File: src/rtl/goal_sram_pkg.sv
// Shared constants, FSM state type and circular address helper for the goal SRAM reader.
package goal_sram_pkg;

   localparam int unsigned GOAL_DEPTH  = 34;
   localparam int unsigned GOAL_ADDR_W = 6;
   localparam int unsigned GOAL_DATA_W = 16;

   typedef enum logic [1:0] {
      IDLE,
      CHECK,
      RUN,
      FLUSH
   } goal_state_t;

   // base + offset computed one bit wider, folded back into 0..GOAL_DEPTH-1
   function automatic logic [GOAL_ADDR_W-1:0] goal_wrap_addr(
      input logic [GOAL_ADDR_W-1:0] base,
      input logic [GOAL_ADDR_W-1:0] offset
   );
      logic [GOAL_ADDR_W:0] sum;
      sum = {1'b0, base} + {1'b0, offset};
      if (sum >= (GOAL_ADDR_W+1)'(GOAL_DEPTH)) begin
         sum = sum - (GOAL_ADDR_W+1)'(GOAL_DEPTH);
      end
      return sum[GOAL_ADDR_W-1:0];
   endfunction

endpackage

File: src/rtl/goal_sram_reader_if.sv
// SRAM second-port (Avalon-MM read) and output stream signals of the goal SRAM reader.
interface goal_sram_reader_if
   import goal_sram_pkg::*;
#(
   parameter int unsigned DATA_W = GOAL_DATA_W,
   parameter int unsigned ADDR_W = GOAL_ADDR_W
);
   logic [ADDR_W-1:0] sram_address;
   logic              sram_chipselect;
   logic              sram_clken;
   logic              sram_write;
   logic [1:0]        sram_byteenable;
   logic [DATA_W-1:0] sram_writedata;
   logic [DATA_W-1:0] sram_readdata;

   logic [DATA_W-1:0] out_data;
   logic [ADDR_W-1:0] out_index;
   logic              out_last;
   logic              out_valid;
   logic              out_ready;

   modport master (
      output sram_address, sram_chipselect, sram_clken, sram_write,
             sram_byteenable, sram_writedata,
      input  sram_readdata,
      output out_data, out_index, out_last, out_valid,
      input  out_ready
   );

   modport slave (
      input  sram_address, sram_chipselect, sram_clken, sram_write,
             sram_byteenable, sram_writedata,
      output sram_readdata,
      input  out_data, out_index, out_last, out_valid,
      output out_ready
   );

endinterface

File: src/rtl/goal_sram_reader_skid.sv
// Two-entry skid buffer holding {data, index, last}; simultaneous push and pop keep the count.
module goal_skid_buf
   import goal_sram_pkg::*;
#(
   parameter int unsigned DATA_W = GOAL_DATA_W,
   parameter int unsigned ADDR_W = GOAL_ADDR_W
) (
   input  logic              clk,
   input  logic              reset,
   input  logic              push,
   input  logic [DATA_W-1:0] push_data,
   input  logic [ADDR_W-1:0] push_index,
   input  logic              push_last,
   input  logic              pop,
   output logic [DATA_W-1:0] head_data,
   output logic [ADDR_W-1:0] head_index,
   output logic              head_last,
   output logic [1:0]        count
);

   typedef struct packed {
      logic [DATA_W-1:0] data;
      logic [ADDR_W-1:0] index;
      logic              last;
   } entry_t;

   entry_t entries [2];
   logic   rd_ptr;
   logic   wr_ptr;
   logic   do_pop;

   assign do_pop = pop && (count != 2'd0);

   always_ff @(posedge clk) begin
      if (reset) begin
         entries[0] <= '0;
         entries[1] <= '0;
         rd_ptr     <= 1'b0;
         wr_ptr     <= 1'b0;
         count      <= '0;
      end else begin
         if (push) begin
            entries[wr_ptr] <= '{data: push_data, index: push_index, last: push_last};
            wr_ptr          <= ~wr_ptr;
         end
         if (do_pop) begin
            rd_ptr <= ~rd_ptr;
         end
         case ({push, do_pop})
            2'b10:   count <= count + 2'd1;
            2'b01:   count <= count - 2'd1;
            default: count <= count;
         endcase
      end
   end

   assign head_data  = entries[rd_ptr].data;
   assign head_index = entries[rd_ptr].index;
   assign head_last  = entries[rd_ptr].last;

endmodule

File: src/rtl/goal_sram_reader.sv
// Goal SRAM read initiator: fetches a circular run of words and streams them out.
// GOAL_SRAM_READER_CHECKSUM_EN adds a running 16-bit checksum output of transferred words.
module goal_sram_reader
   import goal_sram_pkg::*;
#(
   parameter int unsigned DATA_W = GOAL_DATA_W,
   parameter int unsigned ADDR_W = GOAL_ADDR_W,
   parameter int unsigned DEPTH  = GOAL_DEPTH
) (
   input  logic              clk,
   input  logic              reset,
   input  logic              start,
   input  logic [ADDR_W-1:0] base,
   input  logic [ADDR_W-1:0] length,
   output logic              busy,
   output logic              done,
   output logic              error,
   goal_sram_reader_if.master bus
`ifdef GOAL_SRAM_READER_CHECKSUM_EN
   ,
   output logic [DATA_W-1:0] checksum
`endif
);

   goal_state_t       state;
   goal_state_t       state_next;
   logic [ADDR_W-1:0] base_q;
   logic [ADDR_W-1:0] len_q;
   logic [ADDR_W-1:0] issued_q;
   logic              inflight_q;
   logic [ADDR_W-1:0] inflight_seq;
   logic [ADDR_W-1:0] inflight_addr;
   logic              error_q;

   logic [1:0]        count;
   logic              pop;
   logic              issue;
   logic              reject;
   logic              check_bad;
   logic              can_issue;
   logic [2:0]        occupancy;

   assign pop       = bus.out_valid && bus.out_ready;
   // A word leaving this cycle frees its slot, so steady streaming sustains one read per cycle
   assign occupancy = {1'b0, count} + {2'b00, inflight_q} - {2'b00, pop};
   assign can_issue = (issued_q < len_q) && (occupancy < 3'd2);
   assign check_bad = (len_q > ADDR_W'(DEPTH)) || (base_q >= ADDR_W'(DEPTH));

   always_ff @(posedge clk) begin
      if (reset) begin
         state <= IDLE;
      end else begin
         state <= state_next;
      end
   end

   always_comb begin
      state_next = state;
      busy       = 1'b0;
      done       = 1'b0;
      issue      = 1'b0;
      reject     = 1'b0;
      case (state)
         IDLE: begin
            if (start) state_next = CHECK;
         end
         CHECK: begin
            busy = 1'b1;
            if (check_bad) begin
               reject     = 1'b1;
               done       = 1'b1;
               state_next = IDLE;
            end else if (len_q == '0) begin
               done       = 1'b1;
               state_next = IDLE;
            end else begin
               state_next = RUN;
            end
         end
         RUN: begin
            busy = 1'b1;
            if (can_issue) begin
               issue = 1'b1;
               if (issued_q + ADDR_W'(1) == len_q) state_next = FLUSH;
            end
         end
         FLUSH: begin
            busy = 1'b1;
            if (count == 2'd0 && !inflight_q) begin
               done       = 1'b1;
               state_next = IDLE;
            end
         end
         default: state_next = IDLE;
      endcase
   end

   assign error = error_q || reject;

   assign bus.sram_chipselect = issue;
   assign bus.sram_clken      = issue;
   assign bus.sram_address    = issue ? goal_wrap_addr(base_q, issued_q) : '0;
   assign bus.sram_write      = 1'b0;
   assign bus.sram_byteenable = '1;
   assign bus.sram_writedata  = '0;

   always_ff @(posedge clk) begin
      if (reset) begin
         base_q        <= '0;
         len_q         <= '0;
         issued_q      <= '0;
         inflight_q    <= 1'b0;
         inflight_seq  <= '0;
         inflight_addr <= '0;
         error_q       <= 1'b0;
      end else begin
         inflight_q <= issue;
         if (issue) begin
            inflight_seq  <= issued_q;
            inflight_addr <= bus.sram_address;
            issued_q      <= issued_q + ADDR_W'(1);
         end
         if (state == IDLE && start) begin
            base_q   <= base;
            len_q    <= length;
            issued_q <= '0;
            error_q  <= 1'b0;
         end
         if (reject) error_q <= 1'b1;
      end
   end

   goal_skid_buf #(
      .DATA_W (DATA_W),
      .ADDR_W (ADDR_W)
   ) skid (
      .clk        (clk),
      .reset      (reset),
      .push       (inflight_q),
      .push_data  (bus.sram_readdata),
      .push_index (inflight_addr),
      .push_last  (inflight_seq == len_q - ADDR_W'(1)),
      .pop        (pop),
      .head_data  (bus.out_data),
      .head_index (bus.out_index),
      .head_last  (bus.out_last),
      .count      (count)
   );

   assign bus.out_valid = (count != 2'd0);

`ifdef GOAL_SRAM_READER_CHECKSUM_EN
   always_ff @(posedge clk) begin
      if (reset) begin
         checksum <= '0;
      end else if (state == IDLE && start) begin
         checksum <= '0;
      end else if (pop) begin
         checksum <= checksum + bus.out_data;
      end
   end
`endif

endmodule

File: src/flat_wrapper.sv
// flat-port wrapper written by rule: the top's interface ports become plain ports
module goal_sram_reader_flat import goal_sram_pkg::*;
#(
   parameter int unsigned DATA_W = GOAL_DATA_W,
   parameter int unsigned ADDR_W = GOAL_ADDR_W,
   parameter int unsigned DEPTH  = GOAL_DEPTH
)
  (clk, reset, start, base, length, busy, done, error, bus_sram_address, bus_sram_chipselect, bus_sram_clken, bus_sram_write, bus_sram_byteenable, bus_sram_writedata, bus_sram_readdata, bus_out_data, bus_out_index, bus_out_last, bus_out_valid, bus_out_ready);
  goal_sram_reader_if #(.DATA_W(DATA_W), .ADDR_W(ADDR_W)) bus_i ();
  input  logic clk;
  input  logic reset;
  input  logic start;
  input  logic [ADDR_W-1:0] base;
  input  logic [ADDR_W-1:0] length;
  output logic busy;
  output logic done;
  output logic error;
  output wire logic [$bits(bus_i.sram_address)-1:0] bus_sram_address;
  output wire logic [$bits(bus_i.sram_chipselect)-1:0] bus_sram_chipselect;
  output wire logic [$bits(bus_i.sram_clken)-1:0] bus_sram_clken;
  output wire logic [$bits(bus_i.sram_write)-1:0] bus_sram_write;
  output wire logic [$bits(bus_i.sram_byteenable)-1:0] bus_sram_byteenable;
  output wire logic [$bits(bus_i.sram_writedata)-1:0] bus_sram_writedata;
  input wire logic [$bits(bus_i.sram_readdata)-1:0] bus_sram_readdata;
  output wire logic [$bits(bus_i.out_data)-1:0] bus_out_data;
  output wire logic [$bits(bus_i.out_index)-1:0] bus_out_index;
  output wire logic [$bits(bus_i.out_last)-1:0] bus_out_last;
  output wire logic [$bits(bus_i.out_valid)-1:0] bus_out_valid;
  input wire logic [$bits(bus_i.out_ready)-1:0] bus_out_ready;
  assign bus_sram_address = bus_i.sram_address;
  assign bus_sram_chipselect = bus_i.sram_chipselect;
  assign bus_sram_clken = bus_i.sram_clken;
  assign bus_sram_write = bus_i.sram_write;
  assign bus_sram_byteenable = bus_i.sram_byteenable;
  assign bus_sram_writedata = bus_i.sram_writedata;
  assign bus_i.sram_readdata = bus_sram_readdata;
  assign bus_out_data = bus_i.out_data;
  assign bus_out_index = bus_i.out_index;
  assign bus_out_last = bus_i.out_last;
  assign bus_out_valid = bus_i.out_valid;
  assign bus_i.out_ready = bus_out_ready;
  goal_sram_reader #(.DATA_W(DATA_W), .ADDR_W(ADDR_W), .DEPTH(DEPTH)) u_core (.clk(clk), .reset(reset), .start(start), .base(base), .length(length), .busy(busy), .done(done), .error(error), .bus(bus_i));
endmodule
File: config.mk
export PLATFORM = sky130hd
export DESIGN_NAME = goal_sram_reader_flat
export DESIGN_NICKNAME = d
export VERILOG_FILES = /design/src/rtl/goal_sram_pkg.sv /design/src/rtl/goal_sram_reader_if.sv /design/src/rtl/goal_sram_reader_skid.sv /design/src/rtl/goal_sram_reader.sv /design/src/flat_wrapper.sv
export SDC_FILE = /design/constraint.sdc
export NUM_CORES = 1
export LEC_CHECK = 0
export BUFFER_PORTS_ARGS = -buffer_cell sky130_fd_sc_hd__buf_2
export CORE_MARGIN = 10
export CORE_UTILIZATION = 56
export DETAILED_ROUTE_END_ITERATION = 12
export PLACE_DENSITY = 0.8
export SLEW_MARGIN = 20
export SYNTH_ARGS = -nofsm -noshare
export SYNTH_HDL_FRONTEND = slang
export SYNTH_HIERARCHICAL = 1
export SYNTH_SLANG_ARGS = --single-unit
File: constraint.sdc
create_clock -name clk -period 3.7 [get_ports clk]
set_input_delay 0.555 -clock clk [delete_from_list [all_inputs] [get_ports clk]]
set_output_delay 0.555 -clock clk [all_outputs]
set_load 0.01 [all_outputs]
# Word-level counts from Yosys, hierarchy flattened
# Memories as Yosys holds them, arrays and structs flattened. A register that Yosys moved wholly into a read port is not among the register bits.
# Cells that the tools add are included.
[word_totals]
ram_bits = 46
word_cells = 87
n_memories = 1
in_bits = 32
reg_bits = 38
out_inout_bits = 54
[op_classes]
bitwise_logic = 2
add_sub_neg = 8
eq_ne = 11
n_reduce_logical = 18
n_mux = 31
order_cmp = 5
[memory_table]
columns = ["memory", "depth", "word_bits", "rd", "rd_clocked_by_memory_dff", "write_ports", "line_no", "rtl"]
rows = [
  ["u_core.skid.entries", 2, 23, 1, 1, 2, "goal_sram_reader_skid.sv:27", "entry_t entries [2];"],
]
[ops]
columns = ["operator", "count"]
rows = [
  ["$mux 23", 1],
  ["$reduce_or 23->1", 1],
  ["$mux 1", 19],
  ["$eq 6x6->1", 2],
  ["$mux 2", 6],
  ["$mux 6", 2],
  ["$pmux 2 s4", 1],
  ["$add 6x6->7", 1],
  ["$ge 7x6->1 const B", 1],
  ["$add 6x1->6 const B", 1],
  ["$eq 2x2->1 const B", 3],
  ["$ge 6x6->1 const B", 1],
  ["$gt 6x6->1 const B", 1],
  ["$logic_not 6->1", 1],
  ["$lt 6x6->1", 1],
  ["$ne 2x1->1 const B", 3],
  ["$reduce_bool 2->1", 3],
  ["$sub 6x1->6 const B", 1],
  ["$sub 6x6->6 const B", 1],
  ["$logic_and 1x1->1", 5],
  ["$eq 2x1->1 const B", 2],
  ["$logic_not 2->1", 2],
  ["$pmux 2 s2", 1],
  ["$reduce_and 4->1", 1],
  ["12 further kinds", 14],
]

# Logic depth before layout (Yosys ltp)
# Gate-level depths: netlist (run 1).
[depth]
word_depth = 8
depth_mapped = 12
depth_no_buf = 11

# By module
# The synthesis (run 1) kept the hierarchy.
[modules_own_cells]
columns = ["module", "instances", "area_per_inst_um2", "cells_each", "seq_area_each_um2"]
rows = [
  ["goal_sram_reader", 1, 2491.1, 315, 680.7],
  ["goal_skid_buf", 1, 2208.4, 171, 1481.4],
]

# Least setup slack after synthesis (run 1)
# No wires, ideal clock.
[synth_timing]
path_type = "register to output"
start = "register u_core.skid.count[1]"
end = "output port bus_sram_clken"
required_time_ps = 3145
t_arrival_ps = 2976
slack_ps = 169
n_path_buf = 2
path_stages_with_launch = 12
path_cell_list = "dfxtp_1 -> or2_2 -> and2_1 -> ha_1 -> nand2b_1 -> fa_1 -> nor4bb_1 -> nand3_1 -> or2_2 -> clkinv_1 -> buf_2 -> buf_4"
[synth_via]
elab_chain_cells = 7
elab_cells_between_ends = 8
classes_between = "2 x add/sub; 1 x order compare; 2 x mux; 3 x reduce/logical"
[synth_rtl]
columns = ["element", "line_no", "rtl"]
rows = [
  ["start, declared", "goal_sram_reader_skid.sv:18", "output logic [1:0] count"],
  ["start signal, assigned", "goal_sram_reader_skid.sv:50", "2'b10: count <= count + 2'd1;"],
  ["start signal, assigned", "goal_sram_reader_skid.sv:51", "2'b01: count <= count - 2'd1;"],
  ["start signal, assigned", "goal_sram_reader_skid.sv:52", "default: count <= count;"],
  ["$reduce_bool 2->1", "goal_sram_reader.sv:150", "assign bus.out_valid = (count != 2'd0);"],
  ["net bus_out_valid", "flat_wrapper.sv:28", "output wire logic [$bits(bus_i.out_valid)-1:0] bus_out_valid;"],
  ["$logic_and 1x1->1", "goal_sram_reader.sv:43", "assign pop = bus.out_valid && bus.out_ready;"],
  ["net u_core.pop", "goal_sram_reader.sv:36", "logic pop;"],
  ["$sub 3x1->3", "goal_sram_reader.sv:45", "assign occupancy = {1'b0, count} + {2'b00, inflight_q} - {2'b00, pop};"],
  ["$lt 3x2->1", "goal_sram_reader.sv:46", "assign can_issue = (issued_q < len_q) && (occupancy < 3'd2);"],
  ["$logic_and 1x1->1", "goal_sram_reader.sv:46", ""],
  ["$mux 1", "goal_sram_reader.sv:82", "if (can_issue) begin"],
  ["$mux 1", "goal_sram_reader.sv:63", "case (state)"],
  ["end, declared", "flat_wrapper.sv:20", "output wire logic [$bits(bus_i.sram_clken)-1:0] bus_sram_clken;"],
]
# The timed path passes the listed nets, and every way through them passes these cells.

# Worst setup path after layout (run 1)
[layout_timing]
start = "register u_core.skid.count[0]"
end = "output port bus_sram_address[3]"
[layout_via]
elab_chain_cells = 8
elab_cells_between_ends = 9
classes_between = "2 x add/sub; 1 x order compare; 3 x mux; 3 x reduce/logical"
[layout_rtl]
columns = ["element", "line_no", "rtl"]
rows = [
  ["$reduce_bool 2->1", "goal_sram_reader.sv:150", ""],
  ["$logic_and 1x1->1", "goal_sram_reader.sv:43", ""],
  ["net u_core.pop", "goal_sram_reader.sv:36", ""],
  ["$sub 3x1->3", "goal_sram_reader.sv:45", ""],
  ["$lt 3x2->1", "goal_sram_reader.sv:46", ""],
  ["$logic_and 1x1->1", "goal_sram_reader.sv:46", ""],
  ["$mux 1", "goal_sram_reader.sv:82", ""],
  ["$mux 1", "goal_sram_reader.sv:63", ""],
  ["$mux 6", "goal_sram_reader.sv:102", "assign bus.sram_address = issue ? goal_wrap_addr(base_q, issued_q) : '0;"],
  ["end, declared", "flat_wrapper.sv:18", "output wire logic [$bits(bus_i.sram_address)-1:0] bus_sram_address;"],
]
# The timed path passes the listed nets, and every way through them passes these cells.

==> impl_metrics.ini, run 1 <==
[drt]
dr.pass1.iters = 4
drc_errors = 0
drt_iter0_markers = 211
vias = 3535
wirelength_um = 10230
vias_per_cell = 5.364
drtAntennaViolNets = 0
avgRoutedWirePerCell_um = 15.53

[sta]
fin_crit_sh_pct = 95.76
worst_pin_slew_ns = 1.049
slew_violations = 0
slew_headroom_pct = 29.96
setup_violations = 0
setup_ws_ns = 0.1567
finalHoldViolCount = 0
fmax_mhz = 282.2
fin_hold_ws_ns = 0.4292
worst_clock_skew_ns = 0.01111
rsz0062_at_grt = false
post-route-min-period_ns = 3.543
finalSetupTns_ns = 0

[global_route]
overflow = 0
grt_usage_pct = 16.28
antenna_found_initial = 0
grt_max_degree = 63
grt_pass1_vias = 3401
grt_first_pass_wirelength_um = 16970

[cells_and_area]
final_core_utilization_pct = 65.14
final_area_mm2 = 0.005325
mostFrequentLayoutCells = nor2_1 (71), buf_2 (66), nand2_1 (50)
diodes = 0
fin_cells = 659
final_nets = 601
syn_to_final_growth_pct = 13.31
layout-drive-gt1-share_pct = 25.63
layout_commonest_cell = nor2_1
fill_cells = 701

[power_and_ir_drop]
peakVddDrop_mv = 0.2825
p_int_mw = 1.528
p_switching_mw = 0.5232
p_per_area_mw_per_mm2 = 385.2
power_frac_clock_pct = 34.9
swShare_pct = 25.51
seq_power_share_pct = 51.4
power_leakage_nw = 2.122
p_total_mw = 2.051
power_frac_comb_pct = 13.7

[clocking]
clockBufferDepth = 2
clock-root-buffer = clkbuf_8
cts_sinks = 85
cts_buffers = 9
hold_buffers = 0
clk_pin_slew_ns = 0.08
htree_levels = 3
clock_latency_ns = 0.36
cts_tree = done

[placed_design]
dpl-instance-area_mm2 = 0.005042
dp_hpwl_um = 7474
dpl_worst_slack_ns = 0.1649
place.port_buffers = 66
place_congestion = 0.8969
post-place-cells = 642

[yosys]
synthFlopType = edfxtp_1
synth_top_area_cell = edfxtp_1
synth.distinct_cells = 59
synth_seq_area_share_pct = 46.01
netlist_instances = 486
synthTopCellsByArea = edfxtp_1 (29%), dfxtp_1 (17%), nor2_1 (5.7%)
avgSynthCellArea_um2 = 9.670
synth_edf_count = 46
synth_top_area_share_pct = 29.39
ys_warn_count = 6
synth-seq-cells = 85
synth_area_mm2 = 0.004700
async_flop_share_pct = 0

[floorplanning]
die_w_um = 111.6
fp.dieH_um = 111.6
design.core.area_mm2 = 0.008175
pin_count = 86
placementRows = 33
fp.dieArea_mm2 = 0.01246
start_util_pct = 57.48

[critical_path]
startpoint_type = flip-flop
critPathMaxFanout = 8
required_ns = 3.14
arrival_ns = 2.99
crit_path_end_kind = primary output
critical_path_class = reg2out

[run_status]
outcome = finished clean

[hold_path]
hp-class = in2reg

[run]
cap_viol_max_count = 0
==> critical path: stages, from the launching register on <==
cell      delay [ns]
dfxtp_4         0.37
or2_4           0.24
and2_4          0.16
ha_1            0.26
nand2b_1        0.15
fa_1            0.49
nor4bb_4        0.21
nand3_2         0.12
or2_4           0.29
nor3_1          0.19
buf_2           0.16
==> cell families after synthesis <==
kind of cell | after synthesis | share of synthesized area, %
AND/OR/NAND/NOR | 202 | 20.39
adder cells (fa/ha/maj) | 20 | 5.644
other | 2 | 0.1598
buffers and inverters | 56 | 6.603
XOR/XNOR | 26 | 5.005
AO/OA/AOI/OAI | 70 | 10.25
multiplexers | 25 | 5.937
flip-flops | 85 | 46.01
==> power groups by stage <==
stage | combinational [mW] | sequential, mW | clock, mW
floorplan | 0.217 | 1.06 | 0
detailed placement | 0.271 | 1.08 | 0
CTS | 0.274 | 1.05 | 0.729
global route | 0.316 | 1.06 | 0.764
global placement | 0.269 | 1.07 | 0
finish | 0.282 | 1.05 | 0.716
==> cells in the mapped netlist (3+ instances only) <==
master and number:
nor3_1 13, nand3b_1 6, xor2_1 9, nor2_1 71, clkbuf_1 12, edfxtp_1 46, o211ai_1 3, mux2_2 23
ha_1 18, dfxtp_1 39, a31oi_1 6, nand2b_1 31, inv_1 13, buf_4 20, o21ai_0 7, buf_2 8
xnor2_1 16, nand2_1 50, o41ai_1 4, nand3_1 6, a21oi_1 28, nor4_1 3, or2_2 7
==> what timing repair did <==
| action | CTS | global route |
|---|---|---|
| endpoints found under the setup margin | 8 | 8 |
| pin swaps | 3 | 3 |
| resized for setup | 4 | 10 |
| buffers inserted | 0 | 1 |
==> flip-flops by register name, summed over array words and instances (netlist names), named ones only <==
register,count
u_core/skid/entries,46
u_core/base_q,6
u_core/inflight_addr,6
u_core/inflight_seq,6
u_core/issued_q,6
u_core/len_q,6
u_core/skid/count,2
u_core/error_q,1
u_core/inflight_q,1
u_core/skid/rd_ptr,1
u_core/skid/wr_ptr,1
u_core/state,1
==> area by class of cell <==
class | instances | area [um2] | share of cell area [%]
clock inverters | 5 | 85.08 | 1.598
clock buffers | 11 | 131.4 | 2.467
well taps | 105 | 131.4 | 2.467
flip-flops and latches | 85 | 2166 | 40.67
multi-input cells | 362 | 2341 | 43.96
inverters | 14 | 57.56 | 1.081
repair buffers | 77 | 412.9 | 7.754
==> layer usage <==
| layer | vias up | track usage (%) | wire, um |
|---|---|---|---|
| li1 | 1775 | - | - |
| met1 | 1662 | 19.12 | 4392 |
| met2 | 88 | 27.86 | 5058 |
| met3 | 10 | 5.636 | 695 |
| met4 | 0 | 3.942 | 87 |
| met5 | - | 0 | 0 |
==> path summary, 6_finish.rpt <==
kind	depth (start not counted)	startpoint	end	slack, ns
max	10	u_core/skid/count[0]	bus_sram_address[3]	0.16
min	3	length[2]	u_core/len_q[2]	0.43
max reg2reg	12	u_core/skid/count[0]	u_core/state[0]	0.80
min reg2reg	2	u_core/inflight_addr[0]	u_core/inflight_addr[0]	0.47
(Power assumes the default switching activity.)
==> inputs of run 2 (changes only) <==
--- a/config.mk
+++ b/config.mk
@@ -7,9 +7,10 @@
 export LEC_CHECK = 0
 export BUFFER_PORTS_ARGS = -buffer_cell sky130_fd_sc_hd__buf_2
 export CORE_MARGIN = 10
-export CORE_UTILIZATION = 56
+export CORE_UTILIZATION = 57
+export CTS_BUF_LIST = sky130_fd_sc_hd__clkbuf_8
 export DETAILED_ROUTE_END_ITERATION = 12
-export PLACE_DENSITY = 0.8
+export PLACE_DENSITY = 0.81
 export SLEW_MARGIN = 20
 export SYNTH_ARGS = -nofsm -noshare
 export SYNTH_HDL_FRONTEND = slang
==> impl_metrics.ini, run 2 (synthesis gave the netlist of run 1 again) <==
[drt]
wirelength_um = 10450
wl_met3_um = 631
route.met2.wl_um = 5165
top_layer_used = met4
vias_per_cell = 5.468
drtAntennaViolNets = 0
dr.pass1.iters = 4
drc_errors = 0
vias = 3587
drt_iter0_markers = 209
avgRoutedWirePerCell_um = 15.92
wl_met1_um = 4457

[run_status]
outcome = finished clean

[critical_path]
crit_path_end_kind = primary output
r2r_end = u_core/state[0]
r2r_setup_slack_ns = 0.68
r2r_cells = 12
startpoint_type = flip-flop
critical_path_class = reg2out
reg2reg_from = u_core/skid/count[0]
arrival_ns = 3.04
critPathMaxFanout = 7
required_ns = 3.14

[power_and_ir_drop]
peakVddDrop_mv = 0.2970
power_leakage_nw = 2.126
p_per_area_mw_per_mm2 = 385.0

[clocking]
clock-root-buffer = clkbuf_8
clock_latency_ns = 0.36
clk_pin_slew_ns = 0.08
cts_tree = done
hold_buffers = 0
htree_levels = 3
cts_buffers = 9
clockBufferDepth = 2
cts_sinks = 85

[hold_path]
holdCritStartpoint = length[1]
holdPathStages = 3
holdPathEnd = u_core/len_q[1]
hp-class = in2reg

[placed_design]
post-place-cells = 638
place_congestion = 0.9497
dp_hpwl_um = 7411
place.port_buffers = 66
dpl_worst_slack_ns = 0.2072

[global_route]
overflow = 0
antenna_found_initial = 1
grt_usage_pct = 16.88
grt_max_degree = 63
grt_pass1_vias = 3632
grt_first_pass_wirelength_um = 17640

[cells_and_area]
layout-drive-gt1-share_pct = 25.82
final_core_utilization_pct = 65.28
mostFrequentLayoutCells = nor2_1 (71), buf_2 (66), nand2_1 (50)
final_nets = 597
syn_to_final_growth_pct = 12.99
fin_cells = 656
regMostFlops = u_core/skid/entries
layout_commonest_cell = nor2_1
largest_register_ffs = 46

[sta]
slew_violations = 0
worst_clock_skew_ns = 0.01470
slew_headroom_pct = 30.60
setup_violations = 0
fmax_mhz = 278.3
worst_pin_slew_ns = 1.040
finalSetupTns_ns = 0
setup_ws_ns = 0.1061
finalHoldViolCount = 0
post-route-min-period_ns = 3.594
fin_crit_sh_pct = 97.13
rsz0062_at_grt = false

[floorplanning]
fp.dieArea_mm2 = 0.01228
placementRows = 33
start_util_pct = 57.78
design.core.area_mm2 = 0.008134
fp.dieH_um = 110.8
die_w_um = 110.8
pin_count = 86

[run]
cap_viol_max_count = 0
==> run 2: how the worst max path moves through the flow <==
stage / endpoint / startpoint / slack [ns] / depth (start not counted)
5_1_grt: bus_sram_address[0] / u_core/skid/count[0] / 0.003 / 12
4_1_cts: bus_sram_address[2] / u_core/issued_q[0] / 0.008 / 8
6_report: bus_sram_address[0] / u_core/skid/count[0] / 0.11 / 12
2_1_floorplan: bus_sram_clken / u_core/skid/count[1] / 0.17 / 11
3_5_place_dp: bus_sram_address[2] / u_core/skid/count[1] / 0.21 / 10
3_3_place_gp: bus_sram_address[3] / u_core/skid/count[1] / 0.30 / 10
==> run 2: per-layer routing <==
| metal | vias up | track usage (%) |
|---|---|---|
| met5 | - | 0 |
| met4 | 0 | 5.816 |
| met3 | 18 | 4.275 |
| met2 | 112 | 28.26 |
| met1 | 1693 | 20.56 |
| li1 | 1764 | - |
==> run 2: area by class of cell <==
type                            instances  area [um2]
Multi-Input combinational cell        362        2355
Clock inverter                          7       91.34
Inverter                               14       53.80
Clock buffer                            9       123.9
Antenna cell                            1       2.502
Sequential cell                        85        2170
Timing Repair Buffer                   73       382.9
Fill cell                             670        2824
Tap cell                              105       131.4
==> run 2: power breakdown <==
group	internal (mW)	total, mW	switching (mW)
logic	0.115	0.282	0.167
registers	1.03	1.05	0.0275
clock network	0.379	0.709	0.330
==> run 2: repair_timing <==
item / CTS / global route
setup endpoints to repair: 8 / 6
hold endpoints to repair: 0 / 0
resized for setup: 9 / 8
setup buffers: 1 / 0
pin swaps: 2 / 4
==> run 2: critical path, stage by stage, from the launching register on <==
cell	delay, ns
dfxtp_4	0.37
or2_4	0.24
and2_4	0.16
ha_1	0.26
nand2b_4	0.14
fa_1	0.47
nor4bb_2	0.27
nand3_1	0.17
or2_4	0.31
clkinv_2	0.08
nand2_1	0.07
inv_1	0.05
buf_2	0.12
==> run 2: per-stage QoR <==
| step | area [um2] | hold WS, ns | total power, mW |
|---|---|---|---|
| finish | 5310 | 0.4347 | 2.044 |
| floorplan | 4763 | 0.4368 | 1.280 |
| global placement | 5012 | 0.4547 | 1.335 |
| global route | 5310 | 0.4246 | 2.147 |
| CTS | 5263 | 0.4187 | 2.053 |
| detailed placement | 5012 | 0.4609 | 1.346 |
==> inputs of run 3 (changes only) <==
--- a/config.mk
+++ b/config.mk
@@ -7,10 +7,9 @@
 export LEC_CHECK = 0
 export BUFFER_PORTS_ARGS = -buffer_cell sky130_fd_sc_hd__buf_2
 export CORE_MARGIN = 10
-export CORE_UTILIZATION = 57
+export CORE_UTILIZATION = 30
 export CTS_BUF_LIST = sky130_fd_sc_hd__clkbuf_8
 export DETAILED_ROUTE_END_ITERATION = 12
-export PLACE_DENSITY = 0.81
 export SLEW_MARGIN = 20
 export SYNTH_ARGS = -nofsm -noshare
 export SYNTH_HDL_FRONTEND = slang
==> impl_metrics.ini, run 3 (synthesis gave the netlist of run 1 again) <==
[critical_path]
cp_cell_sequence = or2_4 -> and2_4 -> ha_1 -> nand2b_4 -> fa_1 -> nor4bb_4 -> nand3_1 -> or2_4 -> buf_4 -> nor2_1 -> buf_2
arrival_ns = 3.01
critPathMaxFanout = 6
startpoint_type = flip-flop
crit_path_end_kind = primary output
crit_buf_inv = 2
cp_top_family = simple AND/OR/NAND/NOR gates
cpMostUsedCell = or2_4
critical_path_class = reg2out
required_ns = 3.14
slowest_delay_ns = 0.47
critPathSlowestCell = fa_1

[global_route]
antenna_found_initial = 0
grt_max_degree = 63
grt_pass1_vias = 3619
overflow = 0
grt_first_pass_wirelength_um = 18450
grt_usage_pct = 10.51

[sta]
setup_violations = 0
fin_crit_sh_pct = 96.22
post-route-min-period_ns = 3.560
fin_hold_ws_ns = 0.4243
fmax_mhz = 280.9
slew_violations = 0
worst_clock_skew_ns = 0.009890
worst_pin_slew_ns = 0.7111
finalHoldViolCount = 0
slew_headroom_pct = 52.42
setup_ws_ns = 0.1399

[clocking]
clk_pin_slew_ns = 0.09
cts_sinks = 85
cts_tree = done
hold_buffers = 0
htree_levels = 3
cts_buffers = 9
clockBufferDepth = 2
clock_latency_ns = 0.37
clock-root-buffer = clkbuf_8

[floorplanning]
fp.dieArea_mm2 = 0.02107
start_util_pct = 30.80
placementRows = 45
fp.dieH_um = 145.2
design.core.area_mm2 = 0.01526
pin_count = 86
die_w_um = 145.2

[drt]
dr.pass1.iters = 5
wirelength_um = 11460
vias_per_cell = 4.678
drc_errors = 0
drt_iter0_markers = 208
top_layer_used = met4
vias = 3588
wl_met3_um = 741
wl_met1_um = 5422
drtAntennaViolNets = 0
avgRoutedWirePerCell_um = 14.94
route.met2.wl_um = 5104

[placed_design]
dpl_worst_slack_ns = 0.2003
dpl-instance-area_mm2 = 0.005175
place_congestion = 0.8032
dp_hpwl_um = 8119
post-place-cells = 748
place.port_buffers = 66

[cells_and_area]
largest_register_ffs = 46
syn_to_final_growth_pct = 16.48
final_area_mm2 = 0.005474
final_nets = 603
fin_cells = 767
mostFrequentLayoutCells = nor2_1 (71), buf_2 (66), nand2_1 (50)
regMostFlops = u_core/skid/entries
layout_commonest_cell = nor2_1
layout-drive-gt1-share_pct = 26.26
diodes = 0
final_core_utilization_pct = 35.88

[hold_path]
hp-class = in2reg

[run_status]
outcome = finished clean

[run]
cap_viol_max_count = 0

[power_and_ir_drop]
peakVddDrop_mv = 0.1958
p_per_area_mw_per_mm2 = 379.6
power_leakage_nw = 2.148
-- run 3: metal layers --
| layer | vias to the layer above | GRT usage (%) |
|---|---|---|
| met3 | 16 | 3.415 |
| li1 | 1775 | - |
| met2 | 128 | 16.16 |
| met4 | 0 | 3.438 |
| met5 | - | 0 |
| met1 | 1669 | 13.61 |
-- run 3: path summary, 6_finish.rpt --
kind	startpoint	to	slack (ns)	cells after the start
max	u_core/skid/count[1]	bus_sram_address[5]	0.14	11
min	base[0]	u_core/base_q[0]	0.42	3
max reg2reg	u_core/skid/count[1]	u_core/inflight_addr[1]	0.66	12
min reg2reg	u_core/inflight_seq[3]	u_core/inflight_seq[3]	0.47	2
-- run 3: power by group --
part	internal, mW	switching [mW]	leakage, nW
registers	1.03	0.0261	0.794
clock network	0.384	0.352	0.112
logic	0.118	0.171	1.24
total	1.53	0.549	2.15
-- run 3: repair_timing --
| item | in CTS | in global routing |
|---|---|---|
| pin swaps | 3 | 3 |
| cloned | 0 | 0 |
| resized for setup | 5 | 8 |
| setup endpoints to repair | 8 | 6 |
| buffers inserted | 2 | 1 |
-- run 3: worst min-delay path: stages --
cell and delay [ns]:
buf_2 0.10, nand2_1 0.04, a21oi_1 0.05
-- run 3: layout make-up --
| cell class | count | area [um2] |
|---|---|---|
| flip-flops and latches | 85 | 2166 |
| inverters | 14 | 53.80 |
| fillers | 1570 | 9784 |
| multi-input cells | 362 | 2341 |
| clock buffers | 9 | 123.9 |
| repair buffers | 79 | 427.9 |
| well taps | 211 | 264.0 |
| clock inverters | 7 | 97.59 |
-- run 3: through the flow --
stage	setup TNS, ns	power, mW
finish	0	2.078
global route	-0.003869	2.183
CTS	0	2.095
detailed placement	0	1.353
global placement	0	1.345
floorplan	0	1.280
